<file path="src/rtl/scan_ctrl.sv">
// scan_ctrl: sequences capture, shift and update of an on-chip scan chain
// using two-phase non-overlapping scan clocks derived from the system clock.
module scan_ctrl #(
  parameter int CHAIN_LEN = 64,
  parameter int DIV = 4
) (
  input  logic                 clock,
  input  logic                 reset,
  input  logic                 cmd_valid,
  output logic                 cmd_ready,
  input  logic [1:0]           cmd_op,
  input  logic [CHAIN_LEN-1:0] cmd_data,
  output logic                 rsp_valid,
  input  logic                 rsp_ready,
  output logic [CHAIN_LEN-1:0] rsp_data,
  output logic                 scan_phi,
  output logic                 scan_phi_bar,
  output logic                 scan_data_in,
  input  logic                 scan_data_out,
  output logic                 scan_load_chain,
  output logic                 scan_load_chip
);
  localparam int DW = DIV > 1 ? $clog2(DIV) : 1;
  localparam int BW = $clog2(CHAIN_LEN + 1);
  localparam logic [DW-1:0] DIV_MAX = DW'(DIV - 1);
  localparam logic [BW-1:0] BIT_MAX = BW'(CHAIN_LEN - 1);
  localparam logic [2:0] IDLE = 3'd0, CAPTURE = 3'd1, SHIFT = 3'd2, LOADCHIP = 3'd3, RESP = 3'd4;

  logic [2:0]           state_q, state_d;
  logic [1:0]           op_q, op_d;
  logic [CHAIN_LEN-1:0] data_q, data_d, rsp_q, rsp_d;
  logic [DW-1:0]        div_q, div_d;
  logic [1:0]           seg_q, seg_d;
  logic [BW-1:0]        bit_q, bit_d;
  logic                 phi_q, phi_d, phib_q, phib_d, sdi_q, sdi_d;
  logic                 lchain_q, lchain_d, lchip_q, lchip_d;
  logic                 seg_end, tick_end, scanning;

  assign seg_end  = div_q == DIV_MAX;
  assign tick_end = seg_end && seg_q == 2'd3;
  assign scanning = state_d == CAPTURE || state_d == SHIFT;

  // Pads are registered from next-state values so they are glitch-free and
  // line up exactly with the segment the FSM is in.
  always_comb begin
    state_d = state_q;
    op_d    = op_q;
    data_d  = data_q;
    rsp_d   = rsp_q;
    div_d   = div_q;
    seg_d   = seg_q;
    bit_d   = bit_q;
    if (state_q == IDLE) begin
      if (cmd_valid) begin
        op_d    = cmd_op;
        data_d  = cmd_data;
        div_d   = '0;
        seg_d   = '0;
        bit_d   = '0;
        state_d = cmd_op[0] ? CAPTURE : SHIFT;
      end
    end else if (state_q == RESP) begin
      state_d = rsp_ready ? IDLE : RESP;
    end else begin
      div_d = seg_end ? '0 : div_q + DW'(1);
      seg_d = seg_end ? seg_q + 2'd1 : seg_q;
      if (state_q == SHIFT && seg_q == 2'd0 && seg_end)
        rsp_d = {scan_data_out, rsp_q[CHAIN_LEN-1:1]};
      if (state_q == CAPTURE && tick_end)
        state_d = SHIFT;
      if (state_q == SHIFT && tick_end) begin
        data_d = data_q >> 1;
        bit_d  = bit_q + BW'(1);
        if (bit_q == BIT_MAX)
          state_d = op_q[1] ? LOADCHIP : RESP;
      end
      if (state_q == LOADCHIP && seg_q == 2'd2 && seg_end) begin
        seg_d   = '0;
        state_d = RESP;
      end
    end
    phi_d    = scanning && seg_d == 2'd1;
    phib_d   = scanning && seg_d == 2'd3;
    lchain_d = state_d == CAPTURE;
    sdi_d    = state_d == SHIFT && data_d[0];
    lchip_d  = state_d == LOADCHIP && seg_d == 2'd1;
  end

  always_ff @(posedge clock) begin
    if (reset) begin
      state_q  <= IDLE;
      op_q     <= '0;
      data_q   <= '0;
      rsp_q    <= '0;
      div_q    <= '0;
      seg_q    <= '0;
      bit_q    <= '0;
      phi_q    <= 1'b0;
      phib_q   <= 1'b0;
      sdi_q    <= 1'b0;
      lchain_q <= 1'b0;
      lchip_q  <= 1'b0;
    end else begin
      state_q  <= state_d;
      op_q     <= op_d;
      data_q   <= data_d;
      rsp_q    <= rsp_d;
      div_q    <= div_d;
      seg_q    <= seg_d;
      bit_q    <= bit_d;
      phi_q    <= phi_d;
      phib_q   <= phib_d;
      sdi_q    <= sdi_d;
      lchain_q <= lchain_d;
      lchip_q  <= lchip_d;
    end
  end

  assign cmd_ready       = state_q == IDLE;
  assign rsp_valid       = state_q == RESP;
  assign rsp_data        = rsp_q;
  assign scan_phi        = phi_q;
  assign scan_phi_bar    = phib_q;
  assign scan_data_in    = sdi_q;
  assign scan_load_chain = lchain_q;
  assign scan_load_chip  = lchip_q;
endmodule

</file>
<file path="config.mk">
export PLATFORM = sky130hd
export DESIGN_NAME = scan_ctrl
export DESIGN_NICKNAME = d
export VERILOG_FILES = /design/src/rtl/scan_ctrl.sv
export SDC_FILE = /design/constraint.sdc
export NUM_CORES = 1
export LEC_CHECK = 0
export BUFFER_PORTS_ARGS = -buffer_cell sky130_fd_sc_hd__buf_2
export CAP_MARGIN = 0
export CORE_MARGIN = 2
export CORE_UTILIZATION = 30
export CTS_CLUSTER_DIAMETER = 80
export DETAILED_ROUTE_END_ITERATION = 6
export SETUP_SLACK_MARGIN = 0.05
export SLEW_MARGIN = 10
export SYNTH_ARGS = -nofsm -noshare
export SYNTH_HDL_FRONTEND = slang
export SYNTH_SLANG_ARGS = --single-unit
</file>
<file path="constraint.sdc">
create_clock -name clock -period 1.7 [get_ports clock]
set_input_delay 0.17 -clock clock [delete_from_list [all_inputs] [get_ports clock]]
set_output_delay 0.17 -clock clock [all_outputs]
set_load 0.03 [all_outputs]
</file>
# [Word-level counts from Yosys, hierarchy flattened]
# Cells that the tools add are included.
[classes] n_addsub=3 n_eq_ne=15 n_mux=27 n_bitwise=2 reduce_logical=19
[op_table] op="two-way mux 64 bit" n=4
[op_table] op="two-way mux 7 bit" n=4
[op_table] op="two-way mux 3 bit" n=9
[op_table] op="two-way mux 2 bit" n=10
[op_table] op="equality test 3 x 2 -> 1 bit (second input constant)" n=4
[op_table] op="logical AND 1 bit" n=11
[op_table] op="equality test 2 bit (second input constant)" n=4
[op_table] op="adder 7 x 1 -> 7 bit (second input constant)" n=1
[op_table] op="equality test 7 x 6 -> 1 bit (second input constant)" n=1
[op_table] op="equality test 3 x 1 -> 1 bit (second input constant)" n=2
[op_table] op="AND reduction 3 bit" n=2
[op_table] op="adder 2 x 1 -> 2 bit (second input constant)" n=2
[op_table] op="inequality test 2 bit (second input constant)" n=2
[op_table] op="AND reduction 2 bit" n=2
[op_table] op="equality test 3 bit (second input constant)" n=1
[op_table] op="zero test 3 bit" n=1
[op_table] op="equality test 2 x 1 -> 1 bit (second input constant)" n=1
[op_table] op="zero test 2 bit" n=1
[op_table] op="inverter 1 bit" n=2
[op_table] op="nonzero test 2 bit" n=1
[op_table] op="logical OR 1 bit" n=1
[word_totals] ff_bits=149 inputBits=71 output_inout_bits=71 word_cells=79

# [Longest topological paths before layout]
[depth] depth_word=12 depth_mapped=8 mapped_depth_nobuf=7

# [Least setup slack after synthesis]
# Ideal clock, no wire load.
[synth_path] kind="register to register" start="register div_q[0]" end="register phi_q, in the netlist scan_phi" setup_ps=79 arrival_ps=1691 t_required_ps=1621 path_slack_ps=-71 path_stages_with_launch=8 path_buffers=1 synth_period_minus_slack_ps=1771 path_cell_list="dfxtp_1 -> ha_1 -> buf_2 -> nand3b_4 -> nor4_4 -> nand4_1 -> a211o_1 -> a211oi_2"
[synth_via] elab_chain_cells=12 word_cells_on_any_way=20 cone_classes="4 x eq/ne; 10 x mux; 6 x reduce/logical"
[synth_rtl] item="start: declaration" line="32" source="logic [DW-1:0] div_q, div_d;"
[synth_rtl] item="start signal: assignment" line="108" source="div_q <= div_d;"
[synth_rtl] item="equality test 2 bit *" line="39" source="assign seg_end = div_q == DIV_MAX;"
[synth_rtl] item="logical AND 1 bit" line="40" source="assign tick_end = seg_end && seg_q == 2'd3;"
[synth_rtl] item="logical AND 1 bit" line="69" source="if (state_q == CAPTURE && tick_end)"
[synth_rtl] item="two-way mux 3 bit" line="69"
[synth_rtl] item="two-way mux 3 bit" line="74" source="if (bit_q == BIT_MAX)"
[synth_rtl] item="two-way mux 3 bit" line="71" source="if (state_q == SHIFT && tick_end) begin"
[synth_rtl] item="two-way mux 3 bit" line="77" source="if (state_q == LOADCHIP && seg_q == 2'd2 && seg_end) begin"
[synth_rtl] item="two-way mux 3 bit" line="62" source="end else if (state_q == RESP) begin"
[synth_rtl] item="two-way mux 3 bit" line="53" source="if (state_q == IDLE) begin"
[synth_rtl] item="equality test 3 x 1 -> 1 bit / equality test 3 x 2 -> 1 bit (equally long branches)" line="41" source="assign scanning = state_d == CAPTURE || state_d == SHIFT;"
[synth_rtl] item="logical OR 1 bit" line="41"
[synth_rtl] item="logical AND 1 bit *" line="82" source="phi_d = scanning && seg_d == 2'd1;"
[synth_rtl] item="end signal: assignment" line="111" source="phi_q <= phi_d;"
[synth_rtl] item="end: declaration" line="35" source="logic phi_q, phi_d, phib_q, phib_d, sdi_q, sdi_d;"
# Every way passes the cells marked *; elsewhere a longest branch is shown, timed or not.
# A chain may end at the register's enable or synchronous reset.

# [Worst setup path in the final report]
[layout_path] start="register state_q[2]" end="register phi_q, in the netlist scan_phi"
[layout_via] elab_chain_cells=11 word_cells_on_any_way=24 cone_classes="7 x eq/ne; 10 x mux; 7 x reduce/logical"
[layout_rtl] item="start: declaration" line="29" source="logic [2:0] state_q, state_d;"
[layout_rtl] item="start signal: assignment" line="104" source="state_q <= state_d;"
[layout_rtl] item="equality test 3 x 1 -> 1 bit" line="69"
[layout_rtl] item="logical AND 1 bit" line="69"
[layout_rtl] item="two-way mux 3 bit" line="69"
[layout_rtl] item="two-way mux 3 bit" line="74"
[layout_rtl] item="two-way mux 3 bit" line="71"
[layout_rtl] item="two-way mux 3 bit" line="77"
[layout_rtl] item="two-way mux 3 bit" line="62"
[layout_rtl] item="two-way mux 3 bit" line="53"
[layout_rtl] item="equality test 3 x 1 -> 1 bit / equality test 3 x 2 -> 1 bit (equally long branches)" line="41"
[layout_rtl] item="logical OR 1 bit" line="41"
[layout_rtl] item="logical AND 1 bit *" line="82"
# Marked as above.

==> metrics list <==
* Count of fill cells added during filler insertion: 1744
- At the worst endpoint, the arrival time is 2100 ps.
- Counting flops and latches in the post-synthesis netlist gives 148.
* Initial standard-cell utilization of the core: 30.4%
- Antenna diode count: 0
- TritonCTS built the clock tree.
- Pin count of the biggest net entering global routing: 69
- Number of top-level design ports: 142
- STA puts the critical path data required time at 2030 ps.
- The number of endpoints with negative hold slack in the final report is 0.
- Once detail routing completed, the nets flagged for antenna violations numbered 0.
- Setup ws final: -75.6 ps
* Path type of the worst min-delay path: input port to flop
- Of all flip-flops after synthesis, the portion carrying an async set or reset was 0%.
- After legalization and detailed placement, the total HPWL measured 9140 um.
- Counting every instance in the synthesized netlist gives 678.
* Area of the mapped netlist: 5670 um2
- The synthesized netlist contains 45 unique library cells.
* Terminating pin of the worst hold path: data_q[46]$_SDFFE_PP0P_
- The number of slew-limit violations in the final report came to 0.
* Port Buf Inserts: 141
- Row cnt: 50
- The startpoint identified for the worst hold timing path is cmd_data[46].
* Via count of the first global-routing pass: 4900
- The worst hold path passes through 3 cells.
- For the worst-skew pair, the clock arrives at the later sink with an insertion delay of 410 ps.
- Non-filler instance count after layout: 1109
- Summed over all cells, the static leakage comes to 3.88 nW.
- The flow ran to the end, but the final reports show violations.
- The worst setup path is captured at a flop.
- Final worst hold slack: 37.0 ps
* Height of the die: 141 um
- Final Critical Period: 1780 ps
* Slew @ Worst Pin: 399 ps
* Worst clock skew: 6.81 ps
- The area growth from synthesis to layout is 56.2%.
- After detailed routing, the number of remaining DRC violations is 0.
- Maxcap violations: 0
- CTS buffer count: 17
- Counting every sink on the clock net gives 148.
- Syn Area/Cell: 8.36 um2
* Sequential-to-total area share from yosys stat: 52.3%
- First-pass GRT wire length: 24800 um
* Htree depth: 4
* End-of-flow core utilization: 47.5%
- In this run the tightest slew margin relative to its limit is 73.4%.
- Summed over all failing endpoints, the final setup total negative slack is -153 ps.
* Count of synthesis-stage warnings from yosys: 0
- First-pass DRT Iterations: 4
- After detailed placement, the design holds a cell count of 1034.
- The worst setup path is of the flop to flop kind.
- The initial antenna violation count is 1.
- Startpoint kind of the worst setup timing path: flop
* Number of buffers between clock root and the deepest sink: 2
- Setup violations remaining at the end of the flow were counted as 4.
- Worst vdd ir: 0.653 mV
- Highest attainable clock frequency: 0.563 GHz
* RSZ-0062 raised after global routing: true
* Share of cells above drive strength 1: 44.9%
- Most common flop cell mapped by yosys: sky130_fd_sc_hd__dfxtp_1
* Worst R2R Start: state_q[2]$_SDFF_PP0_
- For this run the aggregate overflow at the end of global routing stands at 0.
* Pwr dens: 952 nW/um2
- GPL Wtd Cong: 0.820
* Number of flops mapped to enable cells by yosys: 0
* Standard cell core area: 18600 um2
* Total routing usage reported by global routing: 15.3%
* Synthesized Nets: 754
- Detailed-route wire length per cell: 15.8 um
- Die area: 20000 um2
* Net count, final: 938
- Endpoint of the worst register-to-register path: scan_phi$_SDFF_PP0_
- In this run the worst path has a maximum fanout of 5.
* Fraction of the cycle the final worst path needs: 104%
* Die X-Extent: 141 um
- Final wirelength: 17500 um
* Routed via count divided by cell count: 4.94
- In this run the clock root is driven by a sky130_fd_sc_hd__clkbuf_16.
- The routed layout has 5480 vias.
- The checks that failed: negative setup slack.
* R2r worst-path depth: 6
- Clock-pin slew of the registers on the worst-case setup and hold paths: 60 ps
- Detailed Route Iter0 Violations: 286
- The worst register-to-register path has a setup slack of -80 ps.
==> Yosys cell counts, types with 2 or more instances <==
library cell / n / area, um2
sky130_fd_sc_hd__nor2_1: 15 / 56.3
sky130_fd_sc_hd__ha_1: 5 / 62.6
sky130_fd_sc_hd__nor2b_1: 2 / 12.5
sky130_fd_sc_hd__or3_1: 4 / 25.0
sky130_fd_sc_hd__buf_2: 21 / 105
sky130_fd_sc_hd__xnor2_1: 3 / 26.3
sky130_fd_sc_hd__a21oi_1: 135 / 676
sky130_fd_sc_hd__o211ai_1: 2 / 15.0
sky130_fd_sc_hd__buf_1: 3 / 11.3
sky130_fd_sc_hd__nand3_1: 5 / 25.0
sky130_fd_sc_hd__a22oi_1: 64 / 480
sky130_fd_sc_hd__and2_1: 4 / 25.0
sky130_fd_sc_hd__clkbuf_1: 28 / 105
sky130_fd_sc_hd__nand2_1: 198 / 743
sky130_fd_sc_hd__a211oi_1: 3 / 22.5
sky130_fd_sc_hd__o21ai_1: 2 / 10.0
sky130_fd_sc_hd__nor3_1: 4 / 20.0
sky130_fd_sc_hd__dfxtp_1: 148 / 2960
sky130_fd_sc_hd__inv_1: 5 / 18.8
sky130_fd_sc_hd__o21ai_0: 2 / 10.0
==> worst max-delay path, cell delays in order, from the launching register on <==
cell                       delay (ps)
sky130_fd_sc_hd__dfxtp_4          370
sky130_fd_sc_hd__or3b_4           380
sky130_fd_sc_hd__nor4_4           210
sky130_fd_sc_hd__buf_4            180
sky130_fd_sc_hd__a211oi_4          50
sky130_fd_sc_hd__a211o_1          300
sky130_fd_sc_hd__a211oi_2         210
==> state kept, by name, indices dropped and copies added (netlist names) <==
signal and flops:
data_q 64, rsp_data 64, bit_q 7, state_q 3
div_q 2, seg_q 2, op_q 1, scan_data_in 1
scan_load_chain 1, scan_load_chip 1, scan_phi 1, scan_phi_bar 1
==> timing repair <==
item                       CTS  global route
gates resized for setup     46           162
hold endpoints to repair     2             0
setup buffers               11            15
cloned                       4            12
setup endpoints to repair  142           144
hold buffers                 2             0
pin swaps                   17            92
==> cell usage in the layout, fill, tap and decap left out, types with 2 or more instances in the layout <==
cell type	instances
sky130_fd_sc_hd__nor3_2	2
sky130_fd_sc_hd__dfxtp_4	4
sky130_fd_sc_hd__a22oi_2	13
sky130_fd_sc_hd__xnor2_1	3
sky130_fd_sc_hd__buf_8	2
sky130_fd_sc_hd__clkbuf_8	5
sky130_fd_sc_hd__dfxtp_2	5
sky130_fd_sc_hd__inv_1	2
sky130_fd_sc_hd__nor2_1	12
sky130_fd_sc_hd__a21oi_4	2
sky130_fd_sc_hd__or3_4	2
sky130_fd_sc_hd__buf_4	36
sky130_fd_sc_hd__bufinv_16	3
sky130_fd_sc_hd__a211oi_2	2
sky130_fd_sc_hd__inv_2	2
sky130_fd_sc_hd__nand2_4	29
sky130_fd_sc_hd__buf_2	138
sky130_fd_sc_hd__a22oi_1	51
sky130_fd_sc_hd__dlygate4sd3_1	2
sky130_fd_sc_hd__nand2_1	150
sky130_fd_sc_hd__or3_1	2
sky130_fd_sc_hd__o21ai_0	2
sky130_fd_sc_hd__nand2_2	19
sky130_fd_sc_hd__clkbuf_16	28
sky130_fd_sc_hd__dfxtp_1	139
sky130_fd_sc_hd__a21oi_2	38
sky130_fd_sc_hd__nand3_1	4
sky130_fd_sc_hd__a21oi_1	97
sky130_fd_sc_hd__buf_6	11
sky130_fd_sc_hd__clkinvlp_4	2
sky130_fd_sc_hd__buf_16	5
sky130_fd_sc_hd__and2_4	4
sky130_fd_sc_hd__clkbuf_1	3
sky130_fd_sc_hd__ha_4	4
sky130_fd_sc_hd__nor2b_1	2
sky130_fd_sc_hd__nor2_2	2
sky130_fd_sc_hd__buf_12	12
sky130_fd_sc_hd__o211ai_1	2
==> through the flow <==
| step | setup WS, ps | power (mW) | cell area [um2] |
|---|---|---|---|
| global placement | -96.7 | 4.29 | 6840 |
| detailed placement | -148 | 4.30 | 6840 |
| floorplan | -22.4 | 4.08 | 5740 |
| CTS | -85.9 | 8.32 | 7830 |
| global route | -148 | 8.74 | 8850 |
| finish | -75.6 | 8.42 | 8850 |
==> layer usage <==
metal | global-route usage [%] | part of all wire (%) | vias to the layer above | wire length [um]
met5 | 0 | 0.069 | - | 12
met4 | 4.21 | 0.85 | 2 | 149
met3 | 5.94 | 7.0 | 17 | 1230
met2 | 23.1 | 47 | 160 | 8240
met1 | 20.3 | 45 | 2577 | 7860
li1 | - | - | 2724 | -
==> kinds of logic after synthesis <==
kind of cell | synth area share, %
buffers and inverters | 4.37
muxes | 0.375
DFF | 52.3
and+or+nand+nor | 18.5
adders and majority gates | 1.10
AOI/OAI and AO/OA | 22.7
xor gates and xnor gates | 0.618
==> power by group <==
| group | switching [mW] | internal [mW] | total, mW |
|---|---|---|---|
| Clock | 1.44 | 2.51 | 3.95 |
| Combinational | 0.434 | 0.383 | 0.817 |
| Sequential | 0.0688 | 3.58 | 3.65 |
| Total | 1.94 | 6.48 | 8.42 |
==> area by class of cell <==
cell class,count,area (um2),area share (%)
Timing Repair Buffer,217,1790,20.2
Sequential cell,148,2980,33.7
Clock inverter,7,119,1.34
Tap cell,234,293,3.31
Clock buffer,25,505,5.71
Inverter,5,21.3,0.240
Multi-Input combinational cell,473,3140,35.5
==> how the worst max path moves through the flow <==
stage / from / endpoint / slack (ps) / depth (start not counted)
final: state_q[2]$_SDFF_PP0_ / scan_phi$_SDFF_PP0_ / -80 / 6
after global routing: seg_q[0]$_SDFF_PP0_ / scan_phi$_SDFF_PP0_ / -150 / 7
after CTS: seg_q[0]$_SDFF_PP0_ / scan_load_chip$_SDFF_PP0_ / -90 / 7
after detailed placement: seg_q[1]$_SDFF_PP0_ / scan_phi$_SDFF_PP0_ / -150 / 6
after global placement: div_q[0]$_SDFFE_PP0P_ / scan_phi$_SDFF_PP0_ / -100 / 6
after floorplan: div_q[0]$_SDFFE_PP0P_ / scan_phi$_SDFF_PP0_ / -20 / 7
(Power assumes the default switching activity.)
